## src/rtl/uart_pkg.sv

```systemverilog
// uart_pkg: shared types, constants and helpers for the UART transmit path
package uart_pkg;

    typedef enum logic [1:0] {
        IDLE,
        START,
        WAIT_BUSY,
        WAIT_DONE
    } tx_queue_state_t;

    localparam int LAUNCH_TIMEOUT = 4;

    function automatic int occ_width(input int depth);
        return $clog2(depth + 1);
    endfunction

endpackage

```

## src/rtl/tx_queue_mem.sv

```systemverilog
// tx_queue_mem: circular word buffer with registered occupancy and full/empty flags
module tx_queue_mem
    import uart_pkg::*;
#(
    parameter int DATA_BITS  = 8,
    parameter int FIFO_DEPTH = 16
) (
    input  logic                             clk,
    input  logic                             rst_n,
    input  logic                             push,
    input  logic                             pop,
    input  logic [DATA_BITS-1:0]             wr_data,
    output logic [DATA_BITS-1:0]             head,
    output logic                             empty,
    output logic                             full,
    output logic [occ_width(FIFO_DEPTH)-1:0] count
);
    localparam int AW = $clog2(FIFO_DEPTH);
    localparam int CW = occ_width(FIFO_DEPTH);

    logic [DATA_BITS-1:0] mem [FIFO_DEPTH];
    logic [AW-1:0]        wr_ptr;
    logic [AW-1:0]        rd_ptr;
    logic [CW-1:0]        count_next;

    assign head = mem[rd_ptr];

    // next occupancy; a simultaneous push and pop leaves it unchanged
    always_comb count_next = count + CW'(push) - CW'(pop);

    // storage needs no reset: entries are only read once a push has filled them
    always_ff @(posedge clk)
        if (push) mem[wr_ptr] <= wr_data;

    // pointers wrap naturally because the depth is a power of two
    always_ff @(posedge clk or negedge rst_n)
        if (!rst_n) begin
            wr_ptr <= '0;
            rd_ptr <= '0;
            count  <= '0;
            empty  <= 1'b1;
            full   <= 1'b0;
        end else begin
            if (push) wr_ptr <= wr_ptr + AW'(1);
            if (pop) rd_ptr <= rd_ptr + AW'(1);
            count <= count_next;
            empty <= count_next == '0;
            full  <= count_next == CW'(FIFO_DEPTH);
        end

endmodule

```

## src/rtl/tx_queue.sv

```systemverilog
// tx_queue: host-to-transmitter word queue with a CTS-gated launch handshake
module tx_queue
    import uart_pkg::*;
#(
    parameter int DATA_BITS  = 8,
    parameter int FIFO_DEPTH = 16
) (
    input  logic                             Clk,
    input  logic                             Rst,
    input  logic [DATA_BITS-1:0]             Wr_Data,
    input  logic                             Wr_En,
    input  logic                             CTS,
    input  logic                             Tx_Busy,
    input  logic                             Overflow_Clr,
    output logic [DATA_BITS-1:0]             Tx_Data,
    output logic                             Transmit_Start,
    output logic                             Queue_Empty,
    output logic                             Queue_Full,
    output logic                             Queue_Overflow,
    output logic [occ_width(FIFO_DEPTH)-1:0] Count
);
    localparam int TW = $clog2(LAUNCH_TIMEOUT);

    tx_queue_state_t      state;
    logic [TW-1:0]        tmr;
    logic [DATA_BITS-1:0] head;
    logic                 push;
    logic                 pop;

    // the head word leaves only once the transmitter has acknowledged it
    assign pop  = (state == WAIT_BUSY) && Tx_Busy;
    assign push = Wr_En && (!Queue_Full || pop);

    tx_queue_mem #(
        .DATA_BITS (DATA_BITS),
        .FIFO_DEPTH(FIFO_DEPTH)
    ) u_mem (
        .clk    (Clk),
        .rst_n  (Rst),
        .push   (push),
        .pop    (pop),
        .wr_data(Wr_Data),
        .head   (head),
        .empty  (Queue_Empty),
        .full   (Queue_Full),
        .count  (Count)
    );

    // sticky drop flag; a dropped write in the same cycle as a clear keeps it set
    always_ff @(posedge Clk or negedge Rst)
        if (!Rst) Queue_Overflow <= 1'b0;
        else if (Wr_En && !push) Queue_Overflow <= 1'b1;
        else if (Overflow_Clr) Queue_Overflow <= 1'b0;

    // launch FSM: present head, wait for the acknowledge, retry if it never comes
    always_ff @(posedge Clk or negedge Rst)
        if (!Rst) begin
            state          <= IDLE;
            tmr            <= '0;
            Tx_Data        <= '0;
            Transmit_Start <= 1'b0;
        end else begin
            case (state)
                IDLE:
                    if (!Queue_Empty && CTS) begin
                        Tx_Data        <= head;
                        Transmit_Start <= 1'b1;
                        state          <= START;
                    end
                START: begin
                    Transmit_Start <= 1'b0;
                    tmr            <= '0;
                    state          <= WAIT_BUSY;
                end
                WAIT_BUSY:
                    if (Tx_Busy) state <= WAIT_DONE;
                    else if (tmr == TW'(LAUNCH_TIMEOUT - 1)) state <= IDLE;
                    else tmr <= tmr + TW'(1);
                WAIT_DONE:
                    if (!Tx_Busy) state <= IDLE;
                default: state <= IDLE;
            endcase
        end

endmodule

```

## config.mk

```make
export PLATFORM = sky130hd
export DESIGN_NAME = tx_queue
export DESIGN_NICKNAME = d
export VERILOG_FILES = /design/src/rtl/uart_pkg.sv /design/src/rtl/tx_queue_mem.sv /design/src/rtl/tx_queue.sv
export SDC_FILE = /design/constraint.sdc
export NUM_CORES = 1
export LEC_CHECK = 0
export BUFFER_PORTS_ARGS = -buffer_cell sky130_fd_sc_hd__buf_4
export CORE_ASPECT_RATIO = 1.5
export CORE_MARGIN = 1
export CORE_UTILIZATION = 50
export DETAILED_ROUTE_END_ITERATION = 10
export GPL_TIMING_DRIVEN = 0
export HOLD_SLACK_MARGIN = 0.08
export PLACE_DENSITY = 0.66
export SKIP_CTS_REPAIR_TIMING = 1
export SYNTH_ARGS = -nofsm -noshare
export SYNTH_HDL_FRONTEND = slang
export SYNTH_HIERARCHICAL = 1
export SYNTH_SLANG_ARGS = --single-unit
```

## constraint.sdc

```tcl
create_clock -name Clk -period 3.05 [get_ports Clk]
set_input_delay 0.305 -clock Clk [delete_from_list [all_inputs] [get_ports Clk]]
set_output_delay 0.305 -clock Clk [all_outputs]
set_load 0.03 [all_outputs]
```

== After elaboration in Yosys (flattened, before gate mapping) ==
Memory sizes are Yosys's and may differ from the RTL's. A register that Yosys moved wholly into a read port is not among the register bits.
Index checks and enable logic that the tools add are counted.
Operators by class
  add/subtract/negate cells: 5
  equality and inequality tests: 10
  multiplexer cells: 14
  reductions and logical operators: 18
Operators with widths (number)
  2-bit 2-to-1 mux: 6
  4-bit by 1-bit adder with 4-bit output (second input constant): 2
  2-bit inequality test (second input constant): 4
  2-bit case mux with 4 select lines: 1
  2-bit == test (second input constant): 3
  3-bit AND reduction: 2
  2-bit nonzero test: 3
  5-bit by 1-bit adder with 5-bit output: 1
  5-bit == test (second input constant): 1
  5-bit zero test: 1
  1-bit 2-to-1 mux: 5
  5-bit by 1-bit subtractor with 5-bit output: 1
  1-bit logical AND: 4
  1-bit zero test: 4
  2-bit case mux with 2 select lines: 1
  2-bit AND reduction: 2
  3-bit by 2-bit inequality test with 1-bit output (second input constant): 1
  2-bit by 1-bit adder with 2-bit output (second input constant): 1
  2-bit by 1-bit == test with 1-bit output (second input constant): 1
  2-bit zero test: 1
  1-bit case mux with 2 select lines: 1
  1-bit logical OR: 1
Word-level totals
  bits in registers: 21
  memory bits (writable): 128
  output and inout bits: 17
  memories: 1
Memory list
  u_mem.mem: words 16, width 8, rd ports 1, clocked after memory_dff 1, wr ports 1, line tx_queue_mem.sv:21  | logic [DATA_BITS-1:0] mem [FIFO_DEPTH];

== Depth between registers and ports, before layout ==
  word-level depth: 7
  mapped depth: 12
  mapped depth without buffers: 11

== By module ==
Netlist, hierarchy kept.
Modules (own cells, without submodules)
  tx_queue_mem: times used 1, cells an instance 289, area each 5749.3 um^2, sequential area each 4220.3 um^2
  tx_queue: times used 1, cells an instance 47, area each 625.6 um^2, sequential area each 350.3 um^2

== Worst setup path after synthesis ==
Ideal clock, no wire load.
  kind: register to register
  from: register state[1]
  to: register u_mem.empty
  data arrival time: 2.379 ns
  data required time: 2.991 ns
  slack: 0.612 ns
  stages on the path, launching flop included: 13
  period minus slack after synthesis: 2.438 ns
  cells stage by stage: dfrtp_1 > buf_4 > nand2_1 > nor2_1 > ha_1 > inv_1 > ha_1 > inv_1 > fa_1 > inv_1 > nor4b_1 > mux2i_1 > o21ba_2
On the way
  cells in the longest elaborated chain, start to end: 7
RTL lines
  start: declaration: line tx_queue.sv:24  | tx_queue_state_t state;
  start signal: assignment: line tx_queue.sv:58  | state <= IDLE;
  start signal: assignment: line tx_queue.sv:68  | state <= START;
  start signal: assignment: line tx_queue.sv:73  | state <= WAIT_BUSY;
  2-bit == test (*): line tx_queue.sv:31  | assign pop = (state == WAIT_BUSY) && Tx_Busy;
  1-bit logical AND (*): line tx_queue.sv:31
  named net pop: line tx_queue.sv:28  | logic pop;
  1-bit logical OR: line tx_queue.sv:32  | assign push = Wr_En && (!Queue_Full || pop);
  1-bit logical AND: line tx_queue.sv:32
  5-bit by 1-bit adder with 5-bit output: line tx_queue_mem.sv:29  | always_comb count_next = count + CW'(push) - CW'(pop);
  5-bit by 1-bit subtractor with 5-bit output (*): line tx_queue_mem.sv:29
  named net u_mem.count_next[1]: line tx_queue_mem.sv:24  | logic [CW-1:0] count_next;
  5-bit zero test (*): line tx_queue_mem.sv:47  | empty <= count_next == '0;
  end signal: assignment: line tx_queue_mem.sv:41  | empty <= 1'b1;
  end signal: assignment: line tx_queue_mem.sv:47
  end: declaration: line tx_queue_mem.sv:14  | output logic empty,
The timed path passes the listed nets; every way through them passes the cells marked *.
A chain may end at the register's enable or synchronous reset.

== Worst setup path after layout ==
Ends and elaborated chain as after synthesis.

==> metrics.cfg <==
[die]
io_pins = 31
coreArea_um2 = 12400
die_x_um = 94.2
num_rows = 50
initial_core_util_pct = 51.2
die-area_um2 = 13200
die_h_um = 140

[worst_setup_path]
crit_slowest_cell = fa_1
path_class = flop to flop
cp-end-kind = flop
crit_top_cell = inv_1
startpoint_type = flop
slowest_delay_ns = 0.47
path_cells = buf_4 > nand2_1 > nor2_1 > ha_1 > inv_1 > ha_1 > inv_1 > fa_1 > inv_1 > nor4b_1 > mux2i_1 > o21ba_2
crit_arrival_ns = 3.21
cp_max_fo = 8
required_ns = 3.40

[cells_and_area]
drive_above_1_share_pct = 28.8
layout_commonest_cell = edfxtp_1
areaGrowthSynthToFinish_pct = 16.3
final_cell_mix = edfxtp_1 (128), buf_4 (32), dfrtp_1 (28), mux4_2 (21)
antenna_cells = 0
finalCoreUtilization_pct = 59.6
nNetsFinal = 412

[job]
maxCapViolCount = 0

[synth]
synth_seq_cells = 157
ys_async_sr_fraction_pct = 18.5
yosys_warnings = 6
synthesis.area_um2 = 6370
syn_area_per_cell_um2 = 19.0
synthesis.nets = 362
synth.distinct_cells = 41
ys.flop_type = edfxtp_1
synth_edf_count = 128
postSynthCellCount = 336
seq_area_frac_synth_pct = 71.7

[timing]
fin_tns_setup_ns = 0
rsz0062_at_grt = no
clock_skew_ns = 0.00500
max_freq_mhz = 351
finalSetupViolCount = 0
period_needed_ns = 2.85
maxSlewHeadroom_pct = 37.6
hold_viol = 0
fin_crit_sh_pct = 93.5
worst_pin_slew_ns = 0.932
drv_slew = 0

[place]
post-dp-hpwl_um = 8170
port-buffer-count = 30
place_congestion = 0.741

[routing]
first_pass_iters = 5
vias = 3132
wire_per_inst_um = 21.3
ant_nets = 0
route.detailed.drc = 0
routed_via_density = 5.64
routed_wl_um = 11800
first_iter_violations = 181

[power_and_ir_drop]
p_sw_w = 0.00239
p_per_area_nw_per_um2 = 1010
leakage_nw = 2.70
p_seq_share_pct = 38.4
total_power_w = 0.00751
ir_worst_vdd_mv = 0.451
swShare_pct = 31.9
p_clk_share_pct = 27.3
combPwrFrac_pct = 34.3
p_int_w = 0.00512

[clock_network]
cts_buffer_depth = 2
clkTransAtPathRegs_ns = 0.06
clk_latency_ns = 0.41
cts-root-buf = clkbuf_16
cts_sinks = 157
cts-buffers-inserted = 17
h-tree-depth = 4
tritoncts = built

[global_route]
grt_use_total_pct = 19.9
grt_pass1_wl_um = 18200
grt_max_degree = 30
overflow = 0
antenna_found_initial = 0
grt_pass1_vias = 3259

[outcome]
status = finished clean

[worst_hold_path]
hold_path.class = input pin to flop

[synthesized netlist by cell type (4+ instances only)]
library cell    n  area share [%]
a22oi_1        16             1.9
buf_6           4            0.71
clkbuf_1        4            0.24
dfrtp_1        28              11
edfxtp_1      128              60
ha_1           11             2.2
inv_1          13            0.77
mux2_2          9             1.6
mux4_1         11             4.5
mux4_2         21             7.4
nand2_1        17             1.0
nor2_1         17             1.0
nor3_1          5            0.39
o21ai_0         4            0.31
xnor2_1         6            0.82
[power groups by stage]
stage | sequential, W | combinational, W | clock, W
after floorplan | 0.00310 | 0.00166 | 0
after global placement | 0.00290 | 0.00255 | 0
after detailed placement | 0.00293 | 0.00261 | 0
after CTS | 0.00289 | 0.00262 | 0.00210
after global routing | 0.00291 | 0.00279 | 0.00218
final | 0.00288 | 0.00258 | 0.00205
[per-layer routing]
metal | vias to the layer above | share of wire [%] | global-route usage (%)
li1 | 1424 | - | -
met1 | 1615 | 39 | 22.7
met5 | - | 0 | 0
met3 | 16 | 3.7 | 4.56
met2 | 77 | 55 | 35.2
met4 | 0 | 2.2 | 8.42
[worst paths after layout]
path | startpoint | to | slack, ns | cells after the start
hold reg to reg | Transmit_Start$_DFFE_PN0P_ | Transmit_Start$_DFFE_PN0P_ | 0.48 | 1
setup / recovery | state[1]$_DFFE_PN0P_ | u_mem/empty$_DFF_PN1_ | 0.20 | 12
setup reg to reg | state[1]$_DFFE_PN0P_ | u_mem/empty$_DFF_PN1_ | 0.20 | 12
hold / removal | Overflow_Clr | Queue_Overflow$_DFFE_PN0P_ | 0.09 | 2
max in group asynchronous | Rst | u_mem/empty$_DFF_PN1_ | 2.38 | 2
min in group asynchronous | Rst | u_mem/count[2]$_DFF_PN0_ | 0.36 | 2
[registers in the layout, summed over array words and instances (netlist names), 2 cells and up]
signal,count
u_mem/wr_ptr,4
tmr,2
Tx_Data,8
state,2
u_mem/mem,128
u_mem/count,5
u_mem/rd_ptr,4
[critical path: cells and delay by family, from the launching register on]
family	cells	cell delay [ns]
simple gates	3	0.77
compound gates	1	0.26
mux	1	0.14
buf+inv	4	0.34
flops	1	0.33
fa+ha+maj	3	0.96
[cell families after synthesis]
family | count (synthesis) | synth area share (%)
AOI/OAI and AO/OA | 32 | 3.65
xor gates and xnor gates | 9 | 1.24
adders and majority gates | 12 | 2.47
buffers and inverters | 29 | 2.89
DFF | 157 | 71.7
muxes | 42 | 13.7
and+or+nand+nor | 55 | 4.36
[through the flow]
step,hold WS (ns),cell area (um2),cells,worst slack [ns]
2_1_floorplan,0.00941,6370,336,0.612
3_3_place_gp,0.252,6800,522,-0.0189
3_5_place_dp,0.256,6820,522,0.165
4_1_cts,-0.186,7400,554,0.143
5_1_grt,0.0910,7410,555,0.0285
6_report,0.0881,7410,555,0.198
[area by class of cell]
class                   instances  area, um2
well taps                     156        195
fillers                       910       5030
plain buffers                  16        135
flip-flops and latches        157       4570
clock inverters                 8       77.6
clock buffers                  24        512
repair buffers                 31        235
inverters                      13       48.8
multi-input cells             150       1640
Note: power is estimated with default switching activity, not from simulation.
